## src/rtl/keccak_pad_stream_pkg.sv

```systemverilog
// Shared definitions for the streaming Keccak padder: mode codes, domain
// separator bytes, the 10*1 terminator byte, rate lookup and FSM encodings.
// The SHA3 modes are only reachable when KECCAK_PAD_SHA3_EN is defined.
package keccak_pkg_mine;

    typedef enum logic [1:0] {
        SHAKE128 = 2'd0,
        SHAKE256 = 2'd1,
        SHA3_256 = 2'd2,
        SHA3_512 = 2'd3
    } pad_mode_t;

    typedef enum logic [1:0] {
        MSG       = 2'd0,
        PAD_FIRST = 2'd1,
        FILL      = 2'd2
    } pad_state_t;

    localparam logic [7:0] DS_SHAKE = 8'h1F;
    localparam logic [7:0] DS_SHA3  = 8'h06;
    localparam logic [7:0] PAD_TERM = 8'h80;

    // Sponge rate in bytes for each mode.
    function automatic int unsigned rate_bytes(input pad_mode_t m);
        case (m)
            SHAKE128: return 168;
            SHAKE256: return 136;
            SHA3_256: return 136;
            SHA3_512: return 72;
            default:  return 168;
        endcase
    endfunction

    // Domain separation byte for each mode.
    function automatic logic [7:0] ds_of(input pad_mode_t m);
        case (m)
            SHA3_256, SHA3_512: return DS_SHA3;
            default:            return DS_SHAKE;
        endcase
    endfunction

endpackage

```

## src/rtl/keccak_pad_stream_pad_word_builder.sv

```systemverilog
// Combinational padded-word builder. Keeps the first nbytes bytes of data
// (byte k lives at bits [W-1-8k -: 8]), optionally drops the domain separator
// into byte nbytes, zeroes the rest and ORs the terminator into the last byte
// when the word closes a rate block.
module pad_word_builder
    import keccak_pkg_mine::*;
#(
    parameter int W  = 64,
    parameter int WB = W / 8
) (
    input  logic [W-1:0]          data,
    input  logic [$clog2(WB):0]   nbytes,
    input  logic                  is_first_pad,
    input  logic                  is_block_end,
    input  logic [7:0]            ds,
    output logic [W-1:0]          word
);
    localparam int NB_W = $clog2(WB) + 1;

    genvar gi;
    generate
        for (gi = 0; gi < WB; gi++) begin : g_byte
            logic [7:0] byte_val;

            // Select data, separator or zero for this byte lane, then apply the terminator.
            always_comb begin
                if (NB_W'(gi) < nbytes) begin
                    byte_val = data[W-1-8*gi -: 8];
                end else if (is_first_pad && (NB_W'(gi) == nbytes)) begin
                    byte_val = ds;
                end else begin
                    byte_val = 8'h00;
                end
                if ((gi == WB - 1) && is_block_end) begin
                    byte_val = byte_val | PAD_TERM;
                end
            end

            assign word[W-1-8*gi -: 8] = byte_val;
        end
    endgenerate

endmodule

```

## src/rtl/keccak_pad_stream.sv

```systemverilog
// Streaming multi-rate Keccak padder. Passes message words through a single
// output register, inserts the domain separator and 10*1 terminator, generates
// any trailing pad/zero words and tags block ends and the final block.
// Optional SHA3 modes are enabled by defining KECCAK_PAD_SHA3_EN.
module keccak_pad_stream
    import keccak_pkg_mine::*;
#(
    parameter int W     = 64,
    parameter int WB    = W / 8,
    parameter int CNT_W = 8
) (
    input  logic                 clk,
    input  logic                 rst,
    input  logic [1:0]           mode,
    input  logic                 in_valid,
    output logic                 in_ready,
    input  logic [W-1:0]         in_data,
    input  logic                 in_last,
    input  logic [$clog2(WB):0]  in_bytes,
    output logic                 out_valid,
    input  logic                 out_ready,
    output logic [W-1:0]         out_data,
    output logic                 out_block_end,
    output logic                 out_last_block
);
    localparam int NB_W = $clog2(WB) + 1;

    localparam logic [1:0] ST_MSG       = MSG;
    localparam logic [1:0] ST_PAD_FIRST = PAD_FIRST;
    localparam logic [1:0] ST_FILL      = FILL;

    logic [1:0]       state_reg, state_next;
    logic [CNT_W-1:0] cnt_reg;
    pad_mode_t        mode_reg;
    logic             msg_active_reg;
    logic             out_valid_reg;
    logic [W-1:0]     out_data_reg;
    logic             out_block_end_reg;
    logic             out_last_block_reg;

    pad_mode_t        mode_pin;
    pad_mode_t        mode_cur;
    logic [CNT_W-1:0] rate_last;
    logic             is_be;
    logic             stage_free;
    logic             accept;
    logic [NB_W-1:0]  nb_clamp;
    logic             is_partial;
    logic             word_load;
    logic             lb_word;

    logic [NB_W-1:0]  b_nbytes;
    logic             b_first;
    logic             b_be;
    logic [W-1:0]     b_word;

`ifdef KECCAK_PAD_SHA3_EN
    assign mode_pin = pad_mode_t'(mode);
`else
    // Only the SHAKE pair exists here; the upper mode bit has no meaning.
    logic unused_mode_bit;
    assign unused_mode_bit = mode[1];
    assign mode_pin = mode[0] ? SHAKE256 : SHAKE128;
`endif

    // Mode comes from the pins on a message's first word, from the latch afterwards.
    always_comb begin
        mode_cur   = msg_active_reg ? mode_reg : mode_pin;
        rate_last  = CNT_W'(rate_bytes(mode_cur) / WB - 1);
        is_be      = (cnt_reg == rate_last);
        stage_free = !out_valid_reg || out_ready;
        in_ready   = !rst && (state_reg == ST_MSG) && stage_free;
        accept     = in_valid && in_ready;
        nb_clamp   = (in_bytes > NB_W'(WB)) ? NB_W'(WB) : in_bytes;
        is_partial = nb_clamp < NB_W'(WB);
    end

    // Builder controls: which bytes are kept, where the separator goes, terminator.
    always_comb begin
        b_nbytes = NB_W'(WB);
        b_first  = 1'b0;
        b_be     = 1'b0;
        case (state_reg)
            ST_MSG: begin
                if (in_last && is_partial) begin
                    b_nbytes = nb_clamp;
                    b_first  = 1'b1;
                    b_be     = is_be;
                end
            end
            ST_PAD_FIRST: begin
                b_nbytes = '0;
                b_first  = 1'b1;
                b_be     = is_be;
            end
            ST_FILL: begin
                b_nbytes = '0;
                b_be     = is_be;
            end
            default: ;
        endcase
    end

    pad_word_builder #(
        .W  (W),
        .WB (WB)
    ) u_builder (
        .data         (in_data),
        .nbytes       (b_nbytes),
        .is_first_pad (b_first),
        .is_block_end (b_be),
        .ds           (ds_of(mode_cur)),
        .word         (b_word)
    );

    // Next-state logic: a state only advances together with a loaded word.
    always_comb begin
        state_next = state_reg;
        word_load  = 1'b0;
        lb_word    = 1'b0;
        case (state_reg)
            ST_MSG: begin
                word_load = accept;
                if (accept && in_last) begin
                    if (is_partial) begin
                        lb_word    = 1'b1;
                        state_next = is_be ? ST_MSG : ST_FILL;
                    end else begin
                        // Full last word: padding starts in the next word,
                        // which opens a new block if this one closes a block.
                        state_next = ST_PAD_FIRST;
                    end
                end
            end
            ST_PAD_FIRST, ST_FILL: begin
                word_load = stage_free;
                lb_word   = 1'b1;
                if (stage_free) begin
                    state_next = is_be ? ST_MSG : ST_FILL;
                end
            end
            default: state_next = ST_MSG;
        endcase
    end

    // Output stage, block counter, FSM and mode latch.
    always_ff @(posedge clk or posedge rst) begin
        if (rst) begin
            state_reg          <= ST_MSG;
            cnt_reg            <= '0;
            mode_reg           <= SHAKE128;
            msg_active_reg     <= 1'b0;
            out_valid_reg      <= 1'b0;
            out_data_reg       <= '0;
            out_block_end_reg  <= 1'b0;
            out_last_block_reg <= 1'b0;
        end else begin
            state_reg <= state_next;
            if (stage_free) begin
                out_valid_reg <= word_load;
            end
            if (word_load) begin
                out_data_reg       <= b_word;
                out_block_end_reg  <= is_be;
                out_last_block_reg <= lb_word;
                cnt_reg            <= is_be ? '0 : cnt_reg + CNT_W'(1);
                // The message stays open until its final block-end word leaves.
                msg_active_reg     <= !(lb_word && is_be);
            end
            if (accept && !msg_active_reg) begin
                mode_reg <= mode_pin;
            end
        end
    end

    assign out_valid      = out_valid_reg;
    assign out_data       = out_data_reg;
    assign out_block_end  = out_block_end_reg;
    assign out_last_block = out_last_block_reg;

endmodule
```

## config.mk

```make
export PLATFORM = sky130hd
export DESIGN_NAME = keccak_pad_stream
export DESIGN_NICKNAME = d
export VERILOG_FILES = /design/src/rtl/keccak_pad_stream_pkg.sv /design/src/rtl/keccak_pad_stream_pad_word_builder.sv /design/src/rtl/keccak_pad_stream.sv
export SDC_FILE = /design/constraint.sdc
export NUM_CORES = 1
export LEC_CHECK = 0
export ABC_CLOCK_PERIOD_IN_PS = 2300
export BUFFER_PORTS_ARGS = -buffer_cell sky130_fd_sc_hd__buf_2
export CAP_MARGIN = 20
export CORE_MARGIN = 4
export CORE_UTILIZATION = 40
export DETAILED_ROUTE_END_ITERATION = 8
export PLACE_DENSITY = 0.79
export SLEW_MARGIN = 10
export SYNTH_ARGS = -nofsm -noshare
export SYNTH_HDL_FRONTEND = slang
export SYNTH_SLANG_ARGS = --single-unit
export TNS_END_PERCENT = 5
```

## constraint.sdc

```tcl
create_clock -name clk -period 2.3 [get_ports clk]
set_clock_uncertainty 0.1 [all_clocks]
set_input_delay 0.23 -clock clk [delete_from_list [all_inputs] [get_ports clk]]
set_output_delay 0.23 -clock clk [all_outputs]
set_load 0.02 [all_outputs]
```

==> results.txt, run 1 <==
The run finished with clean final reports. The number of inserted filler cells in the final layout is 784. The area growth from synthesis to layout is 33.9%. The proportion of netlist area held by the largest area contributor is 0.539. The diode insertion count for antenna repair came out at 0. The worst setup path is captured at a flip-flop. The met1 wire length came out at 4120 µm. The number of clock sinks came out at 79. The post-synthesis cell type count is 54.

The total global routing track utilization came out at 0.192. The detailed-route wire length came out at 10100 µm. The power density over cell area came out at 1660 nW/µm². The shortest period the worst path allows is 2.18 ns.

For the pin with the worst max-slew slack, the measured transition is 0.493 ns. The total negative slack came out at 0 ns. The flip-flop count of the largest register after layout is 64. The period utilization came out at 0.947. The post-synthesis cell count came out at 371. The cell sitting at the root of the clock tree is a clkbuf_8. The hold-critical path depth came out at 3. The maximum operating frequency is 0.459 GHz.

The width of the die is 104 µm. The part of the Yosys area used for sequential elements is 0.539. The worst hold path belongs to the class in -> reg.

The count of max-cap constraint violations came out at 0. The floorplan has 34 rows. The largest net degree at the start of global routing came out at 46. The worst hold-check slack came out at 0.0199 ns. The peak fanout along the critical path is 39. The launch point of the worst reg-to-reg path is state_reg[0]. The worst-case register-to-register setup slack came out at 0.12 ns. TritonCTS built the clock tree. The share of final-layout standard cells stronger than drive strength 1 came out at 0.352. The final-report max-slew violation count came to 0. The routed wire length on met2 came out at 5030 µm. Ranked by instance count, the synthesized netlist is headed by dfrtp_1 (79), nand2_1 (75), a21oi_1 (37).

The post-synth design cell area is 3670 µm². The worst-path cell with the longest stage delay is a211o_2. The async set or reset register ratio after synthesis is 1.00. The overall die height came out at 104 µm. The starting utilization of the core area came out at 0.416.

The headroom to the max-slew limit is 0.672. The dominant cell type by count on the critical path is inv_1. For this run, the leading register cell type out of synthesis is dfrtp_1. Setup repair after global routing left no endpoint under its margin. The core region area came out at 8810 µm². For this block, the via count after detailed routing is 3341. The cell leakage power came out at 2.45 nW.

In this run the number of H-tree levels came out at 3. The top-level port count is 143. The clock buffer count from CTS is 9. The global placement routability congestion came out at 0.851.

The worst hold path begins at in_data[23]. In the post-synthesis netlist, the cell with the most instances is dfrtp_1. The largest single stage delay on the critical path is 0.48 ns.

Tracing the worst setup path back leads to its startpoint at state_reg[0]. The met3 wirelength from detailed routing is 886 µm. The CTS clock-pin slew for the worst setup and hold paths is 0.08 ns. The number of global-route vias before repair is 3396. The final-stage net count came out at 612.

The number of port buffers is 141. The number of cells on the worst reg-to-reg path is 6. The worst setup path is launched from a flip-flop. Ranked by total cell area, the synthesized netlist is headed by dfrtp_1 (54%), nand2_1 (7.7%), a21oi_1 (5.1%), o21ai_0 (3.3%), nor2_1 (3.2%). Traced cell by cell, the critical path runs through inv_1 -> ha_2 -> inv_1 -> a211o_2 -> buf_12 -> o31ai_1.

The post-synth net total is 451. The post-CTS setup buffer count is 0. The maximum clock path buffer count came out at 2.

The setup path with the least slack is of type reg -> reg. The count of antenna-violating nets left after detailed routing is 0. The number of remaining DRC errors came out at 0.

The worst hold path terminates at out_data[23]. The largest total area in the synthesized netlist belongs to dfrtp_1. The first-pass GRT wire length came out at 17000 µm. The critical path data arrival time came out at 2.32 ns. The detailed router finished its first iteration with 185 violations. The estimated wirelength of the detail-placed design is 7390 µm.

The first-pass detailed-route iteration total is 4. VDD sags by at most 0.787 mV. The synthesized design contains 79 register bits. Signal routing reaches up to met4. The floorplan die area is 10800 µm².

The number of warnings reported in the yosys synthesis log is 0. Dividing the detail-routed via count by the number of cells gives 5.18. In this run the critical register-to-register path is captured at out_data[44].

Data on the critical path is required at its endpoint by 2.44 ns. The wire length per cell came out at 15.7 µm. Setup violations remaining at the end of the flow were counted as 0. The average footprint of a synthesized cell came out at 9.88 µm². The initial antenna violation count was 0. The number of enable flip-flop cells after synthesis is 0.

The number of failing hold endpoints at the final stage came out at 0. The total overflow left after global routing is 0. The later-pin clock latency in the skew report came out at 0.34 ns.
==> placed cells by master (no fill, tap or decap), drive strengths merged, types with 3 or more instances in the layout <==
master	Yosys	final
o21bai	5	5
nand3	13	13
clkbuf	3	11
a31oi	6	6
a22o	8	8
o21ai	28	28
nor3	4	4
a21oi	37	37
o31ai	5	5
nand2b	4	4
ha	5	5
nor2	33	33
inv	10	9
dfrtp	79	79
xnor2	3	3
nand3b	4	4
nand2	75	75
buf	14	156
a32o	4	4
dlygate4sd3	0	11
==> cell families after synthesis <==
kind of cell,after synthesis,share of synthesized area
flip-flops,79,0.539
buffers and inverters,27,0.0392
AO/OA/AOI/OAI,109,0.208
XOR/XNOR,4,0.00956
AND/OR/NAND/NOR,144,0.178
multiplexers,3,0.00887
adder cells (fa/ha/maj),5,0.0171
==> worst max-delay path, delay by kind of cell (launching register included) <==
kind,cells,cell delay (ns)
compound gates,2,0.75
fa+ha+maj,1,0.39
buf+inv,3,0.42
flops,1,0.41
==> layout make-up <==
| cell class | instances | area, µm² | share of cell area |
|---|---|---|---|
| clock buffers | 11 | 141 | 0.0288 |
| clock inverters | 5 | 81.3 | 0.0166 |
| inverters | 10 | 41.3 | 0.00841 |
| multi-input cells | 265 | 1560 | 0.317 |
| flip-flops and latches | 79 | 1980 | 0.403 |
| well taps | 108 | 135 | 0.0275 |
| repair buffers | 167 | 978 | 0.199 |
==> layer usage <==
| metal | vias to the layer above | GRT usage |
|---|---|---|
| li1 | 1613 | - |
| met1 | 1589 | 0.244 |
| met2 | 132 | 0.322 |
| met3 | 7 | 0.0553 |
| met4 | 0 | 0.0522 |
| met5 | - | 0 |
==> worst max path at each step <==
stage	endpoint	slack, ns	depth (start not counted)
6_report	out_data[44]	0.12	6
3_5_place_dp	cnt_reg[6]	0.07	6
3_3_place_gp	out_data[30]	0.13	6
4_1_cts	out_data[44]	0.04	6
5_1_grt	out_data[42]	0.01	6
2_1_floorplan	out_data[41]	0.38	9
==> where the power goes <==
group	switching (W)	leakage (nW)	internal, W
clock network	0.000499	0.110	0.000642
logic	0.00286	1.38	0.00170
registers	0.000373	0.955	0.00208
total	0.00374	2.45	0.00442
==> repair_timing <==
item / in CTS / in global routing
endpoints found under the hold margin: 78 / 0
endpoints found under the setup margin: 0 / 39
hold buffers: 11 / 0
gates resized for setup: 0 / 2
==> stage by stage <==
stage          utilization  total power (W)  instance area, µm²  worst slack, ns  cells
6_report             0.558          0.00816                4910            0.121    645
5_1_grt              0.558          0.00883                4910           0.0130    645
4_1_cts              0.557          0.00821                4900           0.0421    645
3_5_place_dp         0.519          0.00703                4570           0.0668    618
3_3_place_gp         0.519          0.00685                4570            0.132    618
2_1_floorplan            -          0.00555                3670            0.375    371
(Power assumes the default switching activity.)
==> run 2, diff against run 1 <==
- BUFFER_PORTS_ARGS: -buffer_cell sky130_fd_sc_hd__buf_2 -> -buffer_cell sky130_fd_sc_hd__buf_4
==> results.txt, run 2 (same netlist as run 1, synthesis figures left out) <==
Most frequent cells in the layout: buf_4 (154), dfrtp_1 (79), nand2_1 (75), a21oi_1 (37), nor2_1 (31) (was buf_2 (141), dfrtp_1 (79), nand2_1 (75), a21oi_1 (37), nor2_1 (31)). The starting utilization of the core area is 0.416 (unchanged). The diode insertion count for antenna repair is 0 (unchanged). The launch point of the worst reg-to-reg path is state_reg[0] (unchanged). The post-layout utilization of the core is 0.588 (was 0.558). The later-pin clock latency in the skew report came out at 0.34 ns (about the same). The first-pass GRT wire length came to 16900 µm (was 17000 µm). The worst min-delay path startpoint is in_data[6] (was in_data[23]). The core region area is 8810 µm² (unchanged).

The number of setup violations in the final report is 0 (unchanged). The critical path data arrival time came out at 2.28 ns (was 2.32 ns). The worst flop-to-flop path endpoint is out_data[31] (was out_data[44]).

The clock tree from TritonCTS is yes (unchanged). The endpoint of the worst hold path is out_data[6] (was out_data[23]). The final global-route overflow total is 0 (unchanged). The total negative slack is 0 ns (unchanged). The flip-flop count of the largest register after layout was 64 (unchanged).

The depth of the most critical reg-to-reg path was 6 (unchanged). The floorplan die area came out at 10800 µm² (unchanged). The detailed-route wire length came out at 10300 µm (was 10100 µm).

The pin slew with the least headroom to its limit came out at 0.563 ns (was 0.493 ns). The shortest period the worst path allows is 2.10 ns (was 2.18 ns). The largest net degree at the start of global routing came out at 45 (was 46). The initial antenna violation count is 0 (unchanged). The share of final-layout standard cells stronger than drive strength 1 is 0.359 (was 0.352).

The area growth from synthesis to layout was 41.3% (was 33.9%). The number of failing hold endpoints at the final stage is 0 (unchanged). The period utilization is 0.915 (was 0.947). The worst-case register-to-register setup slack is 0.20 ns (was 0.12 ns). The maximum operating frequency came to 0.475 GHz (was 0.459 GHz). The number of clock sinks is 79 (unchanged).

The final-stage net count was 605 (was 612). The post-CTS setup buffer count came out at 0 (unchanged). The detailed-route vias per instance came out at 5.19 (was 5.18). The overall die height was 104 µm (unchanged). The type of the worst min-delay path is in -> reg (unchanged). The most common cell after layout, fill and taps aside is buf_4 (was buf_2). The total number of vias came out at 3306 (was 3341).

The estimated wirelength of the detail-placed design is 7930 µm (was 7390 µm). The maximum clock path buffer count came to 2 (unchanged). The clock buffer count from CTS is 9 (unchanged). The type of the worst setup path is reg -> reg (unchanged). The cell leakage power came out at 2.53 nW (was 2.45 nW). The startpoint kind of the worst setup timing path is a flip-flop (unchanged). The element type at the critical path end is a flip-flop (unchanged). The final-report max-slew violation count came out at 0 (unchanged).

The number of port buffers came out at 141 (unchanged). The data required time of the worst path is 2.48 ns (was 2.44 ns). The count of antenna-violating nets left after detailed routing is 0 (unchanged). The power density over cell area came to 1650 nW/µm² (was 1660 nW/µm²). The number of remaining DRC errors is 0 (unchanged). The total global routing track utilization is 0.191 (was 0.192). The width of the die is 104 µm (unchanged). The CTS clock-pin slew for the worst setup and hold paths came out at 0.08 ns (about the same). The master cell of the clock root buffer is clkbuf_8 (unchanged). The number of global-route vias before repair is 3420 (was 3396). The final design area excluding fillers came to 5180 µm² (was 4910 µm²). The final cell count without fillers is 637 (was 645). Setup repair after global routing missed its margin: false (unchanged). The first-pass detailed-route iteration total came to 4 (unchanged). The placed cell count is 619 (was 618).

The count of max-cap constraint violations came out at 0 (unchanged). The headroom to the max-slew limit is 0.625 (was 0.672). The wire length per cell is 16.1 µm (was 15.7 µm). The top-level port count is 143 (unchanged). The global placement routability congestion was 0.849 (was 0.851). The number of standard-cell rows in the floorplan came out at 34 (unchanged).

The peak fanout along the critical path came out at 10 (was 39). The number of violations reported at the end of detailed-routing iteration 0 is 137 (was 185). The H-tree depth is 3 (unchanged).

Status: finished, final reports clean (unchanged). The worst voltage drop across the vdd grid came to 1.01 mV (was 0.787 mV). The standard cell area after detailed placement is 4920 µm² (was 4570 µm²). The hold-critical path depth is 3 (unchanged).
## run 2: changes by cell type in the layout (fill, tap and decap cells not counted), sizes merged
cell | before | now
dlygate4sd3 | 11 | 3
clkinvlp | 2 | 1
clkbuf | 11 | 12
buf | 156 | 157
clkinv | 2 | 1
## run 2: worst max path at each step
stage,start,endpoint,slack [ns]
2_1_floorplan,state_reg[0],out_data[41],0.38
3_3_place_gp,state_reg[0],out_data[30],0.22
3_5_place_dp,state_reg[0],out_data[31],0.16
4_1_cts,state_reg[0],out_data[40],0.14
5_1_grt,state_reg[1],out_data[41],0.08
6_report,state_reg[0],out_data[31],0.20
## run 2: area by class of cell
| cell class | instances | area [µm²] |
|---|---|---|
| sequential | 79 | 1980 |
| fill | 769 | 3630 |
| clock inverter | 3 | 65.1 |
| inverter | 10 | 41.3 |
| multi-input combinational | 265 | 1550 |
| tap | 108 | 135 |
| clock buffer | 12 | 165 |
| timing repair buffer | 160 | 1250 |
## run 2: routing by layer
layer | wire [µm] | global-route usage | part of all wire | up-vias
met5 | 0 | 0 | 0 | -
met4 | 138 | 0.0541 | 0.013 | 0
met3 | 902 | 0.0622 | 0.088 | 11
met2 | 5090 | 0.332 | 0.49 | 123
met1 | 4160 | 0.228 | 0.40 | 1570
li1 | - | - | - | 1602
## run 2: what timing repair did
item,CTS,global route
hold buffers,3,0
gates resized for setup,0,1
endpoints found under the setup margin,0,2
endpoints found under the hold margin,80,0
## run 2: per-stage QoR
step                hold slack (ns)  setup slack [ns]  total power [W]
floorplan                     0.257             0.375          0.00555
CTS                       0.0000669             0.143          0.00865
detailed placement            0.314             0.161          0.00746
global route                 0.0116            0.0797          0.00922
finish                       0.0114             0.195          0.00857
global placement              0.300             0.218          0.00724
## run 2: critical path: stages, from the launching register on
cell and delay (ns):
dfrtp_1 0.40, inv_1 0.06, ha_2 0.39, inv_1 0.10
a211o_2 0.45, a31oi_4 0.33, a32o_1 0.21
## run 2: where the power goes
| group | leakage [nW] | internal [W] | switching [W] | total [W] |
|---|---|---|---|---|
| logic | 1.46 | 0.00202 | 0.00288 | 0.00490 |
| clock network | 0.118 | 0.000693 | 0.000478 | 0.00117 |
| registers | 0.955 | 0.00208 | 0.000415 | 0.00250 |
| total | 2.53 | 0.00480 | 0.00377 | 0.00857 |
==> run 3, diff against run 2 <==
- ABC_CLOCK_PERIOD_IN_PS: 2300 -> 1900
- clock period: 2.3 -> 1.9 ns (I/O delays scaled with it)
==> results.txt, run 3 (same netlist as run 1, synthesis figures left out) <==
The number of port buffers is 141 (unchanged). The final global-route overflow total is 0 (unchanged). The largest net degree at the start of global routing is 43 (was 45). The data required time of the worst path came out at 2.02 ns (was 2.48 ns). The worst-case register-to-register setup slack came to 0.02 ns (was 0.20 ns).

The number of violations reported at the end of detailed-routing iteration 0 came out at 116 (was 137). The setup slack of the critical path after layout came out at 0.0235 ns (was 0.195 ns). The launch point of the worst reg-to-reg path is state_reg[1] (was state_reg[0]).

The number of failing hold endpoints at the final stage came out at 0 (unchanged). The clock buffer count from CTS is 9 (unchanged). The met2 global-route usage is 0.378 (was 0.332). The estimated wirelength of the detail-placed design is 8070 µm (was 7930 µm). The headroom to the max-slew limit was 0.680 (was 0.625).

The placed cell count is 647 (was 619). The share of final-layout standard cells stronger than drive strength 1 is 0.406 (was 0.359). The area growth from synthesis to layout came to 65.3% (was 41.3%). The total negative slack came to 0 ns (unchanged). The worst min-delay path startpoint is in_data[54] (was in_data[6]). The final-report max-slew violation count came out at 0 (unchanged).

The peak fanout along the critical path is 5 (was 10). The hold-critical path depth is 3 (unchanged). The master cell of the clock root buffer is clkbuf_8 (unchanged). The most common cell after layout, fill and taps aside was buf_4 (unchanged). The total global routing track utilization is 0.219 (was 0.191).

The number of remaining DRC errors came out at 0 (unchanged). The internal power of the cells came out at 0.00665 W (was 0.00480 W). The total number of vias came out at 3688 (was 3306).

The final cell count without fillers came out at 717 (was 637). The global placement routability congestion came out at 0.797 (was 0.849). The detailed-route vias per instance came out at 5.14 (was 5.19). The element type at the critical path end is a flip-flop (unchanged). The detailed-route wire length came to 12000 µm (was 10300 µm). The later-pin clock latency in the skew report came to 0.34 ns (about the same).

The global-route met3 utilization was 0.0591 (was 0.0622). The H-tree depth was 3 (unchanged). The width of the die is 104 µm (unchanged). The maximum operating frequency is 0.533 GHz (was 0.475 GHz). The diode insertion count for antenna repair is 0 (unchanged). Setup repair after global routing missed its margin: true (was false).

The depth of the most critical reg-to-reg path is 7 (was 6). The number of global-route vias before repair came out at 3844 (was 3420). The starting utilization of the core area came out at 0.416 (unchanged). The shortest period the worst path allows came out at 1.88 ns (was 2.10 ns). The pin slew with the least headroom to its limit came out at 0.479 ns (was 0.563 ns). The type of the worst setup path is reg -> reg (unchanged). The global-route track usage on met1 is 0.260 (was 0.228). The first-pass detailed-route iteration total is 4 (unchanged). The core region area is 8810 µm² (unchanged). The number of clock sinks was 79 (unchanged). The count of antenna-violating nets left after detailed routing is 0 (unchanged).

The count of max-cap constraint violations is 0 (unchanged). The wire length per cell is 16.7 µm (was 16.1 µm). The final-stage net count is 686 (was 605). The clock network power share is 0.104 (was 0.137). The CTS clock-pin slew for the worst setup and hold paths came out at 0.07 ns (was 0.08 ns). The total power draw came out at 0.0117 W (was 0.00857 W).

The first-pass GRT wire length was 19300 µm (was 16900 µm). The power density over cell area came to 1930 nW/µm² (was 1650 nW/µm²). The cell leakage power came out at 2.94 nW (was 2.53 nW). The floorplan die area is 10800 µm² (unchanged). The top-level port count is 143 (unchanged).

The initial antenna violation count came out at 0 (unchanged). Status: finished, final reports clean (unchanged). The flip-flop count of the largest register after layout came to 64 (unchanged). The clock tree from TritonCTS is yes (unchanged). The number of setup violations in the final report is 0 (unchanged). The worst voltage drop across the vdd grid is 1.01 mV (about the same). The fraction of power spent switching nets came out at 0.432 (was 0.440).

The startpoint kind of the worst setup timing path is a flip-flop (unchanged). The number of standard-cell rows in the floorplan is 34 (unchanged). The proportion of power drawn by flip-flops and latches was 0.260 (was 0.292).

The period utilization came out at 0.988 (was 0.915). The routing layer with the top usage in global route is met2 (unchanged). The worst slack at placement was -0.158 ns (was 0.161 ns). The fraction of power consumed by combinational cells came out at 0.637 (was 0.572). The origin of the worst setup path is state_reg[1] (was state_reg[0]). The maximum clock path buffer count came out at 2 (unchanged).

The switching power of the nets came out at 0.00506 W (was 0.00377 W). The critical path data arrival time came to 1.99 ns (was 2.28 ns). The type of the worst min-delay path is in -> reg (unchanged). Most frequent cells in the layout: buf_4 (181), dfrtp_1 (79), nand2_1 (75), dlygate4sd3_1 (43), a21oi_1 (35) (was buf_4 (154), dfrtp_1 (79), nand2_1 (75), a21oi_1 (37), nor2_1 (31)). The overall die height came out at 104 µm (unchanged).
run 3: changes by cell type in the layout (fill, tap and decap cells not counted), moves of 3 or more:
cell / previous run / this run
buf_6: 0 / 5
o21ai_0: 24 / 11
dlygate4sd3_1: 3 / 43
buf_12: 3 / 9
buf_4: 154 / 181
nor3_1: 4 / 1
inv_1: 9 / 6
o21ai_1: 3 / 14
o31ai_2: 0 / 3
o31ai_1: 5 / 2
run 3: worst max-delay path, stage by stage (launching register included):
cell and delay, ns:
dfrtp_1 0.39, inv_2 0.08, ha_4 0.18, nand3b_4 0.10
a211o_4 0.40, buf_12 0.15, a31oi_4 0.25, a21oi_1 0.11
run 3: power by group through the flow:
stage / clock network, W / logic (W) / registers, W
2_1_floorplan: 0 / 0.00293 / 0.00378
3_3_place_gp: 0 / 0.00643 / 0.00300
3_5_place_dp: 0 / 0.00664 / 0.00304
4_1_cts: 0.00125 / 0.00684 / 0.00302
5_1_grt: 0.00132 / 0.00803 / 0.00314
6_report: 0.00121 / 0.00745 / 0.00304
run 3: area by class of cell:
cell class                      count  area, µm²
Clock buffer                       10        138
Clock inverter                      4       47.5
Fill cell                         648       2750
Inverter                           10       43.8
Multi-Input combinational cell    266       1660
Sequential cell                    79       1980
Tap cell                          108        135
Timing Repair Buffer              240       2060
run 3: path summary, 6_finish.rpt:
path,to
worst min register to register,out_data[23]
worst min-delay path,out_data[54]
min in group asynchronous,cnt_reg[0]
worst max-delay path,out_data[16]
worst max register to register,out_data[16]
max in group asynchronous,out_data[13]
run 3: what timing repair did:
| item | CTS | global route |
|---|---|---|
| endpoints found under the setup margin | 74 | 53 |
| setup buffers | 1 | 9 |
| cloned | 0 | 3 |
| hold buffers | 42 | 1 |
| pin swaps | 3 | 5 |
| endpoints found under the hold margin | 60 | 1 |
| resized for setup | 12 | 32 |
run 3: stage by stage:
step / utilization / cell area, µm² / hold slack [ns]
4_1_cts: 0.666 / 5870 / 0.00253
6_report: 0.688 / 6060 / 0.0117
3_3_place_gp: 0.591 / 5200 / 0.157
5_1_grt: 0.688 / 6060 / 0.00501
2_1_floorplan: - / 3670 / 0.217
3_5_place_dp: 0.591 / 5200 / 0.160
run 3: metal layers:
| layer | routed length (µm) | up-vias | part of all wire |
|---|---|---|---|
| li1 | - | 1768 | - |
| met4 | 321 | 0 | 0.027 |
| met1 | 4870 | 1766 | 0.41 |
| met2 | 6080 | 126 | 0.51 |
| met5 | 0 | - | 0 |
| met3 | 715 | 28 | 0.060 |
